[config.mk]
export PLATFORM = sky130hd
export DESIGN_NAME = powlib_crdtx
export DESIGN_NICKNAME = d
export VERILOG_FILES = /design/src/rtl/powlib_crdtx.sv
export SDC_FILE = /design/constraint.sdc
export NUM_CORES = 1
export LEC_CHECK = 0
export CAP_MARGIN = 40
export CORE_ASPECT_RATIO = 1.75
export CORE_MARGIN = 2
export CORE_UTILIZATION = 40
export CTS_BUF_LIST = sky130_fd_sc_hd__clkbuf_4 sky130_fd_sc_hd__clkbuf_8 sky130_fd_sc_hd__clkbuf_16
export CTS_CLUSTER_DIAMETER = 80
export DETAILED_ROUTE_END_ITERATION = 12
export HOLD_SLACK_MARGIN = 0.1
export PLACE_DENSITY = 0.77
export SLEW_MARGIN = 5
export SYNTH_ARGS = -nofsm -noshare
export SYNTH_HDL_FRONTEND = slang
export SYNTH_SLANG_ARGS = --single-unit
[constraint.sdc]
create_clock -name clk -period 2.4 [get_ports clk]
set_input_delay 0.48 -clock clk [delete_from_list [all_inputs] [get_ports clk]]
set_output_delay 0.48 -clock clk [all_outputs]
set_load 0.01 [all_outputs]
[src/rtl/powlib_crdtx.sv]
// ============================================================================
// powlib_crdtx -- credit-based stream transmitter
//
// Sending end of a push-only link whose receiver is a FIFO of depth D.
// The block holds one credit per free receiver slot and never pushes a word
// without holding a credit. The receiver hands back one credit per pop via
// crdret.
//
// Parameters
//   W   data width in bits
//   D   receiver FIFO depth, equal to the credit count after reset (D >= 1)
//   WC  credit counter width, wide enough to hold the value D (derived)
//
// Ports
//   clk     in   1    clock
//   rst     in   1    synchronous reset, active-high
//   wrdata  in   W    upstream data
//   wrvld   in   1    upstream valid
//   wrrdy   out  1    upstream ready (function of registered state only)
//   txdata  out  W    link data, registered, holds while txvld is low
//   txvld   out  1    link push strobe, registered, one word per high cycle
//   crdret  in   1    credit return, one credit per high cycle
//   crdcnt  out  WC   credits currently held
//   crderr  out  1    sticky: credit returned while all D credits were held
//
// Build option
//   POWLIB_CRDTX_SKID_EN  when defined, a one-entry input register sits
//                         between upstream and the link (latency 2, still
//                         1 word/cycle). When undefined, words go straight
//                         from the upstream port to the link (latency 1).
// ============================================================================
module powlib_crdtx #(
    parameter  int W  = 16,
    parameter  int D  = 8,
    localparam int WC = $clog2(D + 1)
) (
    input  logic          clk,
    input  logic          rst,
    input  logic [W-1:0]  wrdata,
    input  logic          wrvld,
    output logic          wrrdy,
    output logic [W-1:0]  txdata,
    output logic          txvld,
    input  logic          crdret,
    output logic [WC-1:0] crdcnt,
    output logic          crderr
);

    // Credit count constants at counter width.
    localparam logic [WC-1:0] CRD_FULL = WC'(D);
    localparam logic [WC-1:0] CRD_ZERO = WC'(0);
    localparam logic [WC-1:0] CRD_ONE  = WC'(1);

    // ------------------------------------------------------------------
    // State
    // ------------------------------------------------------------------
    logic [WC-1:0] crdcnt_q, crdcnt_d;
    logic          crderr_q, crderr_d;
    logic          txvld_q,  txvld_d;
    logic [W-1:0]  txdata_q, txdata_d;

`ifdef POWLIB_CRDTX_SKID_EN
    logic [W-1:0]  skdata_q, skdata_d;
    logic          skvld_q,  skvld_d;
`endif

    // Combinational helpers
    logic          have_crd_s;   // at least one credit held
    logic          send_s;       // a word is launched onto the link this cycle
    logic [W-1:0]  send_data_s;  // the word being launched
    logic [WC-1:0] crd_eff_s;    // credits left after this cycle's send

    // Ready, send decision and source of the launched word.
    always_comb begin
        have_crd_s = (crdcnt_q != CRD_ZERO);
`ifdef POWLIB_CRDTX_SKID_EN
        // The skid entry launches whenever a credit is available; upstream
        // may refill it in the same cycle, which keeps full throughput.
        wrrdy       = !skvld_q || have_crd_s;
        send_s      = skvld_q && have_crd_s;
        send_data_s = skdata_q;
`else
        wrrdy       = have_crd_s;
        send_s      = wrvld && have_crd_s;
        send_data_s = wrdata;
`endif
    end

    // Credit bookkeeping: consume on send, restore on return, saturate at D.
    always_comb begin
        // send implies crdcnt_q != 0, so this subtraction cannot wrap.
        if (send_s) begin
            crd_eff_s = crdcnt_q - CRD_ONE;
        end else begin
            crd_eff_s = crdcnt_q;
        end

        crderr_d = crderr_q;
        if (crdret) begin
            if (crd_eff_s < CRD_FULL) begin
                crdcnt_d = crd_eff_s + CRD_ONE;
            end else begin
                // The receiver returned a credit we never gave out: drop it
                // and flag the protocol error until the next reset.
                crdcnt_d = crd_eff_s;
                crderr_d = 1'b1;
            end
        end else begin
            crdcnt_d = crd_eff_s;
        end
    end

    // Link output register: txdata only moves when a word is pushed.
    always_comb begin
        txvld_d = send_s;
        if (send_s) begin
            txdata_d = send_data_s;
        end else begin
            txdata_d = txdata_q;
        end
    end

`ifdef POWLIB_CRDTX_SKID_EN
    // Skid entry: capture on upstream handshake, empty after launch.
    always_comb begin
        skdata_d = skdata_q;
        skvld_d  = skvld_q;
        if (wrvld && wrrdy) begin
            skdata_d = wrdata;
            skvld_d  = 1'b1;
        end else if (send_s) begin
            skvld_d  = 1'b0;
        end else begin
            skvld_d  = skvld_q;
        end
    end
`endif

    // State registers with synchronous reset; reset drops any in-flight word.
    always_ff @(posedge clk) begin
        if (rst) begin
            crdcnt_q <= CRD_FULL;
            crderr_q <= 1'b0;
            txvld_q  <= 1'b0;
            txdata_q <= {W{1'b0}};
`ifdef POWLIB_CRDTX_SKID_EN
            skdata_q <= {W{1'b0}};
            skvld_q  <= 1'b0;
`endif
        end else begin
            crdcnt_q <= crdcnt_d;
            crderr_q <= crderr_d;
            txvld_q  <= txvld_d;
            txdata_q <= txdata_d;
`ifdef POWLIB_CRDTX_SKID_EN
            skdata_q <= skdata_d;
            skvld_q  <= skvld_d;
`endif
        end
    end

    assign crdcnt = crdcnt_q;
    assign crderr = crderr_q;
    assign txvld  = txvld_q;
    assign txdata = txdata_q;

endmodule
==> results.tsv, run 1 <==
stage	metric	value	unit
synthesis	synth_cell_types	29	
drt	initialDrtViolationCount	13	
power_and_ir_drop	p_leak	0.5619	nW
sta	finalSetupTns	0	ns
clocking	cts_inserted_buffers	3	
synthesis	postSynthAreaPerCell	8.159	um2
synthesis	synth_common_cells	33 x nand2_1, 22 x dfxtp_1, 19 x a21oi_1, 6 x nor2_1	
sta	drv_slew	0	
clocking	post_cts_buffers	0	
critical_path	end_kind	primary output	
drt	num_vias	963	
placed_design	numPortBuffers	42	
drt	route.detailed.drc	0	
power_and_ir_drop	pwr-share-comb	38.3	%
run_status	status	complete, no violations	
placed_design	placed_area	1440	um2
critical_path	rrSetupSlack	0.50	ns
synthesis	ys_ff_latch	22	
floorplanning	core_area	2302	um2
synthesis	synth-edff-count	0	
placed_design	hpwlAfterDp	1864	um
hold_path	min_path_type	flop to flop	
floorplanning	die_y	69.18	um
synthesis	synth_area	970.9	um2
critical_path	worstPathArrival	1.53	ns
sta	period_needed	2.007	ns
synthesis	synth_top_area_cell	dfxtp_1	
power_and_ir_drop	vdd_drop_max	488.2	uV
power_and_ir_drop	p_sw_share	31.42	%
synthesis	yosys-top-cells-area	dfxtp_1 45%, nand2_1 13%, a21oi_1 9.8%	
sta	post-route-period-util	83.64	%
clocking	path_clk_slew	0.07	ns
floorplanning	ios	43	
finish	diodes	0	
power_and_ir_drop	clkPwrFrac	20.1	%
sta	hold_violations	0	
drt	routed_wl	2384	um
critical_path	critPathKind	flop to primary output	
placed_design	placed_cells	186	
finish	post-route-util	64.84	%
synthesis	synth_warnings	0	
critical_path	crit_slowest_cell	dfxtp_1	
critical_path	cp_cell_sequence	inv_1, ha_2, nor3b_4, inv_2, dlymetal6s2s_1	
synthesis	ys_seq_area_share	45.36	%
critical_path	path_max_fanout	5	
synthesis	syn-instance-count	119	
synthesis	yosys.area.top_type_share	45.36	%
drt	antenna_left	0	
grt	grt_pass1_vias	977	
clocking	cts-hold-fix-buffers	0	
sta	setup_viol	0	
clocking	cts_buffer_depth	2	
floorplanning	die-area	2853	um2
placed_design	gp_congestion	0.6752	
power_and_ir_drop	power_switching	0.3405	mW
finish	instances_no_fill	189	
floorplanning	die_width	41.25	um
flow_run	maxCapViolCount	0	
placed_design	post-place-ws	0.2751	ns
sta	relSlewSlack	79.23	%
power_and_ir_drop	p_per_area	725.9	nW/um2
critical_path	crit_required	1.92	ns
drt	post_drt_wl_per_cell	12.61	um
grt	grt_usage	18.61	%
sta	fmax	498.2	MHz
power_and_ir_drop	intPower	0.7430	mW
grt	grt-ovfl-total	0	
clocking	clock_sink_count	22	
synthesis	async_flop_share	0	%
sta	rsz0062_at_grt	no	
synthesis	synth.most_common_cell	nand2_1	
clocking	cts_tree	built	
clocking	htreeDepth	1	
finish	drive_gt1_share	10.37	%
synthesis	synth_flop_cell	dfxtp_1	
grt	grt_antenna_before_repair	0	
synthesis	synth_nets	140	
sta	skew	0.001999	ns
finish	final_area	1493	um2
floorplanning	num_rows	23	
floorplanning	start_util	42.17	%
power_and_ir_drop	pwr-share-seq	41.7	%
finish	area_delta_synth_final	53.74	%
grt	grt_max_degree	19	
sta	fin_ws	0.3928	ns
grt	grt_pass1_wl	3850	um
drt	via_per_inst	5.095	
critical_path	critPathLaunchType	flop	
critical_path	max_stage_delay	0.37	ns
clocking	cts_root_buf	clkbuf_8	
clocking	clkLatencyLatePin	0.25	ns
drt	drt-pass1-iter-count	3	
finish	nets	187	
sta	tightest_slew	0.3111	ns
==> cells in the final DEF, fill, tap and decap left out <==
cell type / instances
clkdlybuf4s50_1: 41
nand2_1: 33
dfxtp_1: 22
a21oi_1: 19
nor2_1: 6
buf_4: 6
inv_1: 3
o21ai_0: 3
clkbuf_8: 3
inv_2: 2
nor2b_1: 2
mux2i_1: 2
o211ai_1: 2
nand4_1: 2
nor3b_1: 2
nor3b_4: 1
nand2_2: 1
nor4_1: 1
a211oi_2: 1
nor4b_4: 1
mux2_1: 1
a31o_1: 1
nand3b_1: 1
xnor2_1: 1
a311oi_1: 1
nor3_1: 1
a211oi_1: 1
mux2_2: 1
a311o_1: 1
ha_2: 1
dlymetal6s2s_1: 1
==> registers in the layout, indices dropped and copies added, names as in the netlist <==
register,cells
crderr,1
crdcnt,4
txvld,1
txdata,16
==> critical path, delay by kind of cell, from the launching register on <==
family                   cells  cell delay, ns
buffers and inverters        3            0.39
flip-flops                   1            0.37
AND/OR/NAND/NOR              1            0.28
adder cells (fa/ha/maj)      1            0.22
==> area by class of cell <==
class	count	area (um2)
Clock buffer	3	41.29
Fill cell	200	809.5
Inverter	5	18.77
Multi-Input combinational cell	86	493.0
Sequential cell	22	440.4
Tap cell	25	31.28
Timing Repair Buffer	48	467.9
==> worst paths after layout <==
check,from,cells past startpoint,end
worst max register to register,crdcnt[1]$_SDFF_PP0_,7,crdcnt[2]$_SDFF_PP0_
worst min register to register,txdata[2]$_SDFFE_PP0N_,2,txdata[2]$_SDFFE_PP0N_
worst max-delay path,crdcnt[1]$_SDFF_PP0_,5,wrrdy
worst min-delay path,txdata[2]$_SDFFE_PP0N_,2,txdata[2]$_SDFFE_PP0N_
==> layer usage <==
metal  vias up  track usage (%)  share of wire, %
li1        494                -                 -
met1       439            17.50                39
met2        28            33.85                55
met3         2            5.769               5.7
met4         0            6.093              0.59
met5         -                0                 0
==> cell families after synthesis <==
kind of cell,after synthesis,synth area share [%]
XOR/XNOR,1,0.9022
AND/OR/NAND/NOR,51,25.51
multiplexers,4,4.381
buffers and inverters,11,4.768
adder cells (fa/ha/maj),1,1.288
AO/OA/AOI/OAI,29,17.78
flip-flops,22,45.36
==> power groups by stage <==
stage          logic [mW]  registers (mW)  clock network, mW
2_1_floorplan       0.197           0.479                  0
3_3_place_gp        0.396           0.454                  0
3_5_place_dp        0.408           0.456                  0
4_1_cts             0.415           0.450              0.227
5_1_grt             0.456           0.456              0.243
6_report            0.415           0.451              0.217
==> metrics by stage <==
stage	hold WS [ns]	total power [mW]
6_report	0.4543	1.084
5_1_grt	0.4724	1.156
4_1_cts	0.4567	1.091
3_5_place_dp	0.4489	0.8641
3_3_place_gp	0.4420	0.8502
2_1_floorplan	0.4805	0.6755
==> timing repair <==
item	4_1_cts	5_1_grt
gates cloned	0	0
setup endpoints to repair	1	1
resized for setup	1	3
(Power assumes the default switching activity.)
==> inputs of run 2 (changes only) <==
CORE_UTILIZATION = 37   (was 40)
PLACE_DENSITY = 0.75   (was 0.77)
clock period = 1.6 ns   (was 2.4 ns; I/O delays follow)
==> run 2 against run 1 <==
  * The flow now finishes with violations (negative setup slack)
  * Sequential share of layout area decreased by 2.4 points
  * Clock-buffer cell count is 1 higher
  * Via count up 9.2%
  * Hold slack barely moved
  * Final area up 11%
  * Critical path type is now flop to flop
  * Largest power group is now combinational cells
==> results.tsv, run 2 (same netlist as run 1, synthesis figures left out) <==
stage	metric	value	unit
power_and_ir_drop	vdd_drop_max	765.7	uV
hold_path	holdCritStartpoint	txdata[7]$_SDFFE_PP0N_	
finish	n_fill_cell	210	
critical_path	critPathLaunchType	flop	
placed_design	numPortBuffers	42	
drt	routed_wl	2665	um
finish	final_common_cell	clkdlybuf4s50_1	
clocking	cts_tree	built	
sta	post-route-period-util	100.9	%
grt	grt_max_degree	18	
power_and_ir_drop	power	1.851	mW
power_and_ir_drop	pwr-share-seq	36.7	%
sta	setup_viol	1	
floorplanning	ios	43	
critical_path	reg2reg_to	crdcnt[1]$_SDFF_PP0_	
critical_path	worstReg2RegStart	crdcnt[0]$_SDFF_PP0_	
floorplanning	die_width	42.73	um
critical_path	rrSetupSlack	-0.01	ns
sta	fin_ws	-0.01455	ns
critical_path	worstPathArrival	1.78	ns
power_and_ir_drop	clkPwrFrac	21.1	%
sta	relSlewSlack	84.00	%
finish	largest_reg_flops	16	
floorplanning	die_y	71.77	um
sta	drv_slew	0	
flow_run	maxCapViolCount	0	
power_and_ir_drop	p_leak	0.6659	nW
power_and_ir_drop	p_sw_share	30.56	%
floorplanning	core_area	2492	um2
hold_path	min_path_type	flop to flop	
placed_design	placed_cells	202	
power_and_ir_drop	pwr-share-comb	42.3	%
power_and_ir_drop	power_switching	0.5655	mW
clocking	path_clk_slew	0.08	ns
finish	instances_no_fill	206	
grt	grt-ovfl-total	0	
drt	route.detailed.drc	0	
finish	final-seq-area	450.4	um2
critical_path	end_kind	flop	
hold_path	holdPathStages	2	
drt	via_per_inst	5.107	
grt	grt_pass1_wl	4657	um
clocking	cts_buffer_depth	2	
clocking	clkLatencyLatePin	0.26	ns
placed_design	hpwlAfterDp	2159	um
clocking	post_cts_buffers	0	
grt	grt_usage	19.18	%
finish	area_delta_synth_final	71.26	%
critical_path	critPathKind	flop to flop	
sta	skew	0.003934	ns
drt	post_drt_wl_per_cell	12.94	um
hold_path	holdPathEnd	txdata[7]$_SDFFE_PP0N_	
sta	hold_slack	0.4540	ns
finish	post-route-util	66.72	%
power_and_ir_drop	intPower	1.285	mW
critical_path	path_max_fanout	4	
clocking	clock_sink_count	22	
clocking	cts-hold-fix-buffers	0	
sta	rsz0062_at_grt	yes	
clocking	htreeDepth	1	
drt	num_vias	1052	
power_and_ir_drop	p_per_area	1113	nW/um2
finish	nets	202	
sta	period_needed	1.615	ns
placed_design	post-place-ws	-0.3433	ns
drt	drt-pass1-iter-count	4	
critical_path	rr_worst_depth	8	
finish	drive_gt1_share	23.33	%
grt	grt_antenna_before_repair	0	
finish	diodes	0	
drt	initialDrtViolationCount	17	
sta	fmax	619.4	MHz
run_status	violations	negative setup slack	
drt	antenna_left	0	
placed_design	gp_congestion	0.8678	
critical_path	crit_required	1.77	ns
run_status	status	complete, but fails checks	
sta	hold_violations	0	
clocking	cts_inserted_buffers	3	
floorplanning	start_util	38.96	%
grt	grt_pass1_vias	1177	
clocking	cts_root_buf	clkbuf_8	
floorplanning	num_rows	24	
sta	tightest_slew	0.2381	ns
floorplanning	die-area	3066	um2
finish	layout_common_cells	37 x clkdlybuf4s50_1, 33 x nand2_1, 19 x buf_4	
finish	multiInputGateArea	519.2	um2
==> run 2: changes by cell type in the layout (fill, tap and decap cells not counted), sizes merged <==
cell and change:
dlygate4sd2 +4, clkbuf +1, clkdlybuf4s50 -4, dlymetal6s2s -1, buf +16
==> run 2: power groups by stage <==
stage / combinational, mW / clock, mW / sequential [mW]
global placement: 0.746 / 0 / 0.682
floorplan: 0.323 / 0 / 0.731
detailed placement: 0.767 / 0 / 0.686
CTS: 0.768 / 0.403 / 0.679
finish: 0.782 / 0.390 / 0.679
global route: 0.855 / 0.421 / 0.687
==> run 2: per-stage QoR <==
step | TNS, ns | area [um2]
5_1_grt | -0.3880 | 1663
3_5_place_dp | -4.759 | 1580
6_report | -0.01455 | 1663
4_1_cts | -0.04520 | 1640
3_3_place_gp | -3.740 | 1580
2_1_floorplan | -0.07370 | 997.2
==> run 2: cell type report <==
class | count | area share, %
repair buffers | 63 | 35.14
inverters | 5 | 1.279
flip-flops and latches | 22 | 27.09
well taps | 26 | 1.956
multi-input cells | 86 | 31.23
clock buffers | 4 | 3.311
==> run 2: what timing repair did <==
item	in CTS	in global routing
endpoints found under the setup margin	8	21
hold endpoints to repair	0	0
gates resized for setup	13	7
pin swaps	1	2
==> run 2: how the worst max path moves through the flow <==
stage               cells after the start                   end                  from  slack [ns]
floorplan                               7  crdcnt[2]$_SDFF_PP0_  crdcnt[0]$_SDFF_PP0_       -0.06
global placement                        5  crdcnt[3]$_SDFF_PP1_                 wrvld       -0.29
detailed placement                      6  crdcnt[2]$_SDFF_PP0_                 wrvld       -0.34
CTS                                     6  crdcnt[1]$_SDFF_PP0_  crdcnt[1]$_SDFF_PP0_       -0.02
global route                            7  crdcnt[2]$_SDFF_PP0_  crdcnt[0]$_SDFF_PP0_       -0.12
finish                                  8  crdcnt[1]$_SDFF_PP0_  crdcnt[0]$_SDFF_PP0_       -0.01
==> run 2: routing by layer <==
metal | vias to the layer above | share of wire, % | GRT usage (%) | routed length, um
met2 | 33 | 57 | 37.21 | 1525
met4 | 0 | 2.8 | 11.11 | 74
met3 | 8 | 5.4 | 4.534 | 144
met1 | 486 | 35 | 16.80 | 921
li1 | 525 | - | - | -
met5 | - | 0 | 0 | 0
==> run 2: worst max-delay path, stage by stage (launching register included) <==
cell      delay [ns]
dfxtp_4         0.36
inv_4           0.04
ha_4            0.16
buf_4           0.13
nor2_2          0.13
mux2i_1         0.10
buf_4           0.16
a31o_1          0.21
a311oi_1        0.24
